[src/rtl/cc_tx_arbiter_pkg.sv]
// Shared constants and types for the command-layer TX arbiter.
// Includes the abort tag, arbiter state encodings and the abort-word helper.
package cc_tx_arbiter_pkg;

  localparam logic [15:0] CC_ABORT_TAG = 16'hDEAD;
  localparam logic [3:0]  CC_TKEEP_ALL = 4'b1111;

  typedef enum logic [1:0] {
    ARB_IDLE  = 2'd0,
    ARB_XFER  = 2'd1,
    ARB_ABORT = 2'd2
  } arb_state_t;

  // Word that closes a frame whose owner stalled: {tag, 0x00, owner index}.
  function automatic logic [31:0] cc_abort_word(input logic [15:0] tag, input logic [7:0] idx);
    return {tag, 8'h00, idx};
  endfunction

endpackage

[src/rtl/cc_tx_arbiter_rr_pick.sv]
// Combinational round-robin pick: first set request after ptr, wrapping modulo N.
// Shared with the RX dispatcher.
module cc_tx_arbiter_rr_pick #(
  parameter int  N = 4,
  localparam int W = $clog2(N)
) (
  input  logic [N-1:0] req,
  input  logic [W-1:0] ptr,
  output logic [W-1:0] idx,
  output logic         found
);

  logic [N-1:0] above;
  logic [N-1:0] req_hi;
  logic [N-1:0] pick_vec;
  logic [W-1:0] acc [N];

  // Requests strictly above the pointer win; otherwise wrap to the lowest one.
  for (genvar gi = 0; gi < N; gi++) begin : g_above
    assign above[gi] = (W'(gi) > ptr);
  end

  assign req_hi   = req & above;
  assign pick_vec = (|req_hi) ? req_hi : req;

  assign acc[0] = '0;
  for (genvar gi = 1; gi < N; gi++) begin : g_first
    assign acc[gi] = acc[gi-1] |
                     ((pick_vec[gi] & ~(|pick_vec[gi-1:0])) ? W'(gi) : '0);
  end

  assign idx   = acc[N-1];
  assign found = |req;

endmodule

[src/rtl/cc_tx_arbiter.sv]
// Frame-granular round-robin arbiter sharing the 32-bit TX FIFO between command FSMs,
// with a one-entry output register and a watchdog that closes stalled frames.
module cc_tx_arbiter
  import cc_tx_arbiter_pkg::*;
#(
  parameter int          NUM_REQ        = 4,
  parameter int          TIMEOUT_CYCLES = 1024,
  parameter logic [15:0] ABORT_TAG      = CC_ABORT_TAG,
  localparam int         GW             = $clog2(NUM_REQ)
) (
  input  logic                  clk,
  input  logic                  reset,
  input  logic [NUM_REQ*32-1:0] req_tdata,
  input  logic [NUM_REQ-1:0]    req_tvalid,
  input  logic [NUM_REQ-1:0]    req_tlast,
  output logic [NUM_REQ-1:0]    req_tready,
  output logic [31:0]           tx_data,
  output logic [0:3]            tx_tkeep,
  output logic                  tx_tvalid,
  output logic                  tx_tlast,
  input  logic                  tx_tready,
  output logic [GW-1:0]         grant_idx,
  output logic                  busy,
  output logic                  timeout_pulse
);

  localparam int            WW      = $clog2(TIMEOUT_CYCLES);
  localparam logic [WW-1:0] WD_LAST = WW'(TIMEOUT_CYCLES - 1);

  arb_state_t    state_reg, state_next;
  logic [GW-1:0] g_reg, g_next;
  logic [GW-1:0] rr_ptr_reg, rr_ptr_next;
  logic [WW-1:0] wd_reg, wd_next;
  logic [31:0]   tx_data_reg, tx_data_next;
  logic          tx_tvalid_reg, tx_tvalid_next;
  logic          tx_tlast_reg, tx_tlast_next;
  logic          pulse_reg, pulse_next;

  logic [31:0]   req_data_arr [NUM_REQ];
  logic [GW-1:0] pick_idx;
  logic          pick_found;
  logic          free, xfer, accept;

  for (genvar gi = 0; gi < NUM_REQ; gi++) begin : g_req
    assign req_data_arr[gi] = req_tdata[32*gi +: 32];
    assign req_tready[gi]   = xfer && free && (g_reg == GW'(gi));
  end

  cc_tx_arbiter_rr_pick #(.N(NUM_REQ)) u_rr_pick (
    .req   (req_tvalid),
    .ptr   (rr_ptr_reg),
    .idx   (pick_idx),
    .found (pick_found)
  );

  assign free   = !tx_tvalid_reg || tx_tready;
  assign xfer   = (state_reg == ARB_XFER);
  assign accept = xfer && req_tvalid[g_reg] && free;

  always_comb begin
    state_next     = state_reg;
    g_next         = g_reg;
    rr_ptr_next    = rr_ptr_reg;
    wd_next        = wd_reg;
    tx_data_next   = tx_data_reg;
    tx_tvalid_next = tx_tvalid_reg;
    tx_tlast_next  = tx_tlast_reg;
    pulse_next     = 1'b0;

    // Output register only changes on a load or a drain; state moves never touch it.
    if (accept) begin
      tx_data_next   = req_data_arr[g_reg];
      tx_tlast_next  = req_tlast[g_reg];
      tx_tvalid_next = 1'b1;
    end else if (state_reg == ARB_ABORT && free) begin
      tx_data_next   = cc_abort_word(ABORT_TAG, 8'(g_reg));
      tx_tlast_next  = 1'b1;
      tx_tvalid_next = 1'b1;
    end else if (tx_tready) begin
      tx_tvalid_next = 1'b0;
    end

    case (state_reg)
      ARB_IDLE: begin
        if (pick_found) begin
          g_next      = pick_idx;
          rr_ptr_next = pick_idx;
          wd_next     = '0;
          state_next  = ARB_XFER;
        end
      end
      ARB_XFER: begin
        if (accept) begin
          wd_next = '0;
          if (req_tlast[g_reg]) state_next = ARB_IDLE;
        end else if (!req_tvalid[g_reg]) begin
          // Only owner silence counts; FIFO backpressure never trips the watchdog.
          if (wd_reg == WD_LAST) state_next = ARB_ABORT;
          else                   wd_next = wd_reg + WW'(1);
        end
      end
      ARB_ABORT: begin
        if (free) begin
          pulse_next = 1'b1;
          state_next = ARB_IDLE;
        end
      end
      default: state_next = ARB_IDLE;
    endcase
  end

  always_ff @(posedge clk) begin
    if (reset) begin
      state_reg     <= ARB_IDLE;
      g_reg         <= '0;
      rr_ptr_reg    <= GW'(NUM_REQ - 1);
      wd_reg        <= '0;
      tx_data_reg   <= '0;
      tx_tvalid_reg <= 1'b0;
      tx_tlast_reg  <= 1'b0;
      pulse_reg     <= 1'b0;
    end else begin
      state_reg     <= state_next;
      g_reg         <= g_next;
      rr_ptr_reg    <= rr_ptr_next;
      wd_reg        <= wd_next;
      tx_data_reg   <= tx_data_next;
      tx_tvalid_reg <= tx_tvalid_next;
      tx_tlast_reg  <= tx_tlast_next;
      pulse_reg     <= pulse_next;
    end
  end

  assign tx_data       = tx_data_reg;
  assign tx_tvalid     = tx_tvalid_reg;
  assign tx_tlast      = tx_tlast_reg;
  assign tx_tkeep      = CC_TKEEP_ALL;
  assign grant_idx     = g_reg;
  assign busy          = (state_reg != ARB_IDLE);
  assign timeout_pulse = pulse_reg;

endmodule

[config.mk]
export PLATFORM = sky130hd
export DESIGN_NAME = cc_tx_arbiter
export DESIGN_NICKNAME = d
export VERILOG_FILES = /design/src/rtl/cc_tx_arbiter_pkg.sv /design/src/rtl/cc_tx_arbiter_rr_pick.sv /design/src/rtl/cc_tx_arbiter.sv
export SDC_FILE = /design/constraint.sdc
export NUM_CORES = 1
export LEC_CHECK = 0
export CORE_AREA = 2 2 97 99
export DETAILED_ROUTE_END_ITERATION = 8
export DIE_AREA = 0 0 99 101
export HOLD_SLACK_MARGIN = 0.05
export PLACE_DENSITY = 0.76
export SLEW_MARGIN = 10
export SYNTH_ARGS = -nofsm -noshare
export SYNTH_HDL_FRONTEND = slang
export SYNTH_SLANG_ARGS = --single-unit
[constraint.sdc]
create_clock -name clk -period 3 [get_ports clk]
set_input_delay 0.9 -clock clk [delete_from_list [all_inputs] [get_ports clk]]
set_output_delay 0.9 -clock clk [all_outputs]
set_load 0.02 [all_outputs]
==> flow_summary.yaml, run 1 <==
status:
  outcome: "finished, final reports clean"
clock_tree:
  cts.clk_slew.worst_paths_ns: 0.10
  numCtsBuffers: 5
  ctsLongestPathBuffers: 2
  holdBufCountCts: 0
  htreeDepth: 2
  clock-sinks: 51
  cts_tree: "yes"
  clockRootBuffer: "clkbuf_8"
  clkLatencyLatePin_ns: 0.31
detailed_routing:
  drt-wirelength-per-cell_microns: 15.8
  routed_wl_microns: 9890
  ant_nets: 0
  first_pass_iters: 4
  dr.first_iter.drc_count: 91
  num_vias: 3309
  drc_errors: 0
  viasPerCell: 5.29
floorplan:
  core.rowCount: 35
  start_util_pct: 34.1
  coreArea_sq_um: 8980
  die_y_microns: 101
  io_pins: 185
  die_area_sq_um: 10000
  die_w_microns: 99
sta:
  finalSetupViolCount: 0
  tns_ns: 0
  tightest_slew_ns: 0.500
  max_freq_mhz: 371
  fin_crit_sh_pct: 89.9
  period_minus_slack_ns: 2.70
  setup_slack_ns: 0.304
  slew_headroom_pct: 66.3
  finalMaxSlewViolations: 0
  hold_viol: 0
  whs_ns: 0.469
  rsz0062_at_grt: "no"
  final.setup_skew_ns: 0.0116
layout:
  fillers: 794
  area_growth_pct: 69.1
  fin_nets: 654
  layout_commonest_cell: "clkdlybuf4s50_1"
  final_cell_mix: "175 x clkdlybuf4s50_1, 49 x dfxtp_1, 38 x nand2_1, 33 x mux4_2, 30 x a21oi_1"
  stdcell_count: 626
  largest_reg_flops: 32
  antenna_cells: 0
  layout-drive-gt1-share_pct: 14.8
hold_path:
  holdCritStartpoint: "tx_data[9]"
  min_path_cells: 2
  min_path_type: "flop to flop"
  hold_end: "tx_data[9]"
synth:
  synth_cells: 330
  synth_top_family_by_area: "multiplexers"
  syn_avg_cell_area_sq_um: 9.27
  syn_area_sq_um: 3060
  synthDistinctLibCells: 43
  synth_xor_area_share_pct: 0
  synth_edf_count: 0
  synth_fa_ha_area_share_pct: 0.736
  seq_area_frac_synth_pct: 33.4
  yosysWarnings: 0
  synth_compound_area_share_pct: 11.9
  synth.area.mux_share_pct: 25.6
  synthArstFlopShare_pct: 0
  ys.flop_type: "dfxtp_1"
  synth_simple_gate_area_share_pct: 22.9
  ys_ff_latch: 51
global_routing:
  grt_antenna_before_repair: 0
  grt_overflow: 0
  grt_pass1_vias: 3419
  grt_max_degree: 41
  grt_usage_pct: 19.3
  grt_pass1_wl_microns: 15500
placed_design:
  hpwlAfterDp_microns: 8160
  portBuffers: 180
  placedCellCount: 618
  place_worst_setup_slack_ns: -0.407
  gp_congestion: 0.854
critical_path:
  r2r_cells: 4
  reg2reg_slack_ns: 0.79
  worstSetupPathType: "input pin to flop"
  r2r_start: "grant_idx[1]"
  crit_path_max_fanout: 5
  cp-startpoint: "req_tvalid[3]"
  end_kind: "flop"
  arrival_ns: 2.93
  r2r_end: "wd_reg[4]"
  worst_ep_required_time_ns: 3.23
  crit_path_start_kind: "input pin"
power_and_ir_drop:
  p_leak_nw: 1.84
  p_per_area_nw_per_um2: 392
  ir_worst_vdd_mv: 0.189
  p_total_mw: 2.03
job:
  drv_cap: 0
## layer usage
metal,track usage [%],wire length (microns),part of all wire [%],up-vias
li1,-,-,-,1598
met1,21.2,3850,39,1572
met4,5.90,175,1.8,0
met3,3.68,512,5.2,16
met5,0,0,0,-
met2,37.3,5350,54,123
## worst max-delay path by stage
stage                     to  slack, ns
3_3_place_gp   req_tready[1]      -0.42
4_1_cts        req_tready[0]       0.02
5_1_grt            wd_reg[3]       0.19
6_report           wd_reg[4]       0.30
2_1_floorplan      wd_reg[7]       0.49
3_5_place_dp   req_tready[1]      -0.41
## layout make-up
class                   instances  area [sq um]  share of cell area [%]
repair buffers                205          1980                    38.3
clock buffers                   6          82.6                    1.60
flip-flops and latches         51          1020                    19.8
well taps                     111           139                    2.68
inverters                       6          22.5                   0.435
multi-input cells             245          1890                    36.5
clock inverters                 2          38.8                   0.750
## metrics by stage
stage | util [%] | cell area (sq um)
after floorplan | - | 3070
after global placement | 56.4 | 5060
after detailed placement | 56.4 | 5060
after CTS | 57.5 | 5170
after global routing | 57.6 | 5170
final | 57.6 | 5170
## worst max-delay path, stage by stage
cell and delay, ns:
clkdlybuf4s50_1 0.42, mux4_2 0.51, a311o_1 0.44, or4_1 0.52, a21oi_1 0.15
## cell usage after synthesis, drive strengths merged, types with 2 or more instances
library cell,number,area [sq um]
o211ai,2,15.0
nor2,23,86.3
or2,2,12.5
buf,8,55.1
nand2,38,143
nand2b,7,43.8
nand3,24,120
and3,3,18.8
nor3,25,125
nor4,2,18.8
mux4,33,743
nand4,2,12.5
a311oi,3,26.3
or4,3,22.5
dfxtp,51,1020
nor2b,3,18.8
mux2i,3,30.0
a31oi,5,31.3
and2,2,12.5
inv,6,22.5
or3,6,37.5
o21ai,5,25.0
o31ai,6,45.0
a311o,2,20.0
clkbuf,23,86.3
a21oi,30,150
## timing repair
item	in CTS	in global routing
setup buffers	0	0
endpoints found under the setup margin	4	4
gates resized for setup	13	4
pin swaps	0	2
## power by group
| group | switching [mW] | internal (mW) | leakage, nW |
|---|---|---|---|
| Clock | 0.234 | 0.275 | 0.0618 |
| Sequential | 0.0434 | 0.732 | 0.417 |
| Combinational | 0.308 | 0.439 | 1.36 |
| Total | 0.585 | 1.45 | 1.84 |
## cell families after synthesis
logic type / Yosys count
fa+ha+maj: 2
other cells: 1
simple gates: 143
mux: 37
compound gates: 59
flops: 51
buf+inv: 37
(Power assumes the default switching activity.)
==> inputs of run 2 (changes only) <==
Clock period 3 ns to 3.2 ns, I/O delays scaled along.
==> run 2 against run 1 <==
Against the previous run:
- die area unchanged
- highest routed layer unchanged
- core utilization is 0.26 points lower
- non-clock buffer count increased by 1
- via count about the same
- sequential cell count is the same
- sequential share of layout area up 0.091 points
- count of clock-buffer cells in the layout unchanged
- register-to-register slack got worse by 0.10 ns
- clock skew decreased by 0.0071 ns
==> flow_summary.yaml, run 2 (synthesized netlist as in run 1, its figures left out) <==
floorplan:
  start_util_pct: 34.1
  die_area_sq_um: 10000
  die_y_microns: 101
  io_pins: 185
  coreArea_sq_um: 8980
  core.rowCount: 35
  die_w_microns: 99
sta:
  final.setup_skew_ns: 0.00451
  hold_viol: 0
  period_minus_slack_ns: 3.09
  finalMaxSlewViolations: 0
  rsz0062_at_grt: "no"
  fin_crit_sh_pct: 96.5
  max_freq_mhz: 324
  whs_ns: 0.469
  finalSetupViolCount: 0
global_routing:
  grt_max_degree: 41
  grt_pass1_wl_microns: 15500
  grt_overflow: 0
  grt_antenna_before_repair: 0
  grt_pass1_vias: 3324
  grt_usage_pct: 19.1
clock_tree:
  cts.clk_slew.worst_paths_ns: 0.09
  clockRootBuffer: "clkbuf_8"
  htreeDepth: 2
  ctsLongestPathBuffers: 2
  clkLatencyLatePin_ns: 0.30
  numCtsBuffers: 5
  cts_tree: "yes"
  holdBufCountCts: 0
  clock-sinks: 51
detailed_routing:
  drt-wirelength-per-cell_microns: 15.8
  routed_wl_microns: 9880
  drc_errors: 0
  dr.first_iter.drc_count: 115
  num_vias: 3308
  ant_nets: 0
  first_pass_iters: 4
  viasPerCell: 5.28
power_and_ir_drop:
  p_per_area_nw_per_um2: 354
  p_int_mw: 1.28
  switching_power_mw: 0.546
  p_clk_share_pct: 21.5
  p_seq_share_pct: 40.3
  p_leak_nw: 1.82
  ir_worst_vdd_mv: 0.184
  pwr-share-comb_pct: 38.2
  p_sw_share_pct: 29.9
critical_path:
  cp-startpoint: "tx_tready"
  worstSetupPathType: "input pin to output port"
  crit_path_max_fanout: 3
  r2r_start: "grant_idx[1]"
  worst_ep_required_time_ns: 2.24
  critPathTopFamily: "buffers and inverters"
  arrival_ns: 2.13
  critPathSlowestCell: "clkdlybuf4s50_1"
  path_cells: "clkdlybuf4s50_1, nor2b_1, nor2_1, buf_4, nand2_1, nor2_1, buf_2"
  critPathBufInv: 3
  slowest_delay_ns: 0.48
  end_kind: "output port"
  path_common_cell: "nor2_1"
  crit_path_start_kind: "input pin"
layout:
  fin_area_sq_um: 5150
  layout_commonest_cell: "clkdlybuf4s50_1"
  stdcell_count: 627
  layout-drive-gt1-share_pct: 14.9
  area_growth_pct: 68.3
  fin_util_pct: 57.4
  fin_nets: 655
  largest_reg_flops: 32
  antenna_cells: 0
  final_cell_mix: "176 x clkdlybuf4s50_1, 49 x dfxtp_1, 38 x nand2_1, 33 x mux4_2, 30 x a21oi_1"
placed_design:
  placed_area_sq_um: 5060
  hpwlAfterDp_microns: 8160
  gp_congestion: 0.913
  placedCellCount: 618
  portBuffers: 180
hold_path:
  holdCritStartpoint: "tx_data[8]"
  min_path_type: "flop to flop"
status:
  outcome: "finished, final reports clean"
job:
  drv_cap: 0
run 2: per-layer routing:
layer  wire (microns)  vias up  global-route usage [%]  part of all wire [%]
met3              642       17                    3.40                   6.5
li1                 -     1602                       -                     -
met1             3680     1549                    21.9                    37
met4              201        0                    5.16                   2.0
met5                0        -                       0                     0
met2             5360      140                    36.1                    54
run 2: what timing repair did:
item | CTS | global route
pin swaps | 1 | 0
gates resized for setup | 9 | 3
buffers inserted | 1 | 0
setup endpoints to repair | 4 | 3
hold endpoints to repair | 0 | 0
run 2: metrics by stage:
stage,worst slack (ns),TNS (ns),power (mW)
after global routing,0.0160,0,1.92
final,0.111,0,1.82
after floorplan,0.573,0,1.09
after CTS,0.000809,0,1.85
after global placement,-0.312,-1.01,1.44
after detailed placement,-0.357,-1.20,1.45
run 2: cell type report:
class | instances | area [sq um]
Sequential cell | 51 | 1020
Multi-Input combinational cell | 245 | 1890
Clock buffer | 6 | 82.6
Timing Repair Buffer | 206 | 1980
Fill cell | 788 | 3830
Tap cell | 111 | 139
Clock inverter | 2 | 16.3
Inverter | 6 | 22.5
run 2: final timing paths:
check                       end  slack (ns)  cells after the start
setup / recovery  req_tready[1]        0.11                      7
hold / removal       tx_data[8]        0.47                      2
setup reg to reg      wd_reg[4]        0.69                      4
hold reg to reg      tx_data[8]        0.47                      2
run 2: worst min-delay path, cell delays in order (launching register included):
cell and delay (ns):
dfxtp_1 0.32, nand3_1 0.06, a21oi_1 0.05
run 2: power by group through the flow:
| stage | logic [mW] | clock network (mW) | registers [mW] |
|---|---|---|---|
| floorplan | 0.311 | 0 | 0.782 |
| global placement | 0.691 | 0 | 0.748 |
| detailed placement | 0.702 | 0 | 0.750 |
| CTS | 0.704 | 0.408 | 0.735 |
| global route | 0.746 | 0.435 | 0.742 |
| finish | 0.697 | 0.392 | 0.733 |
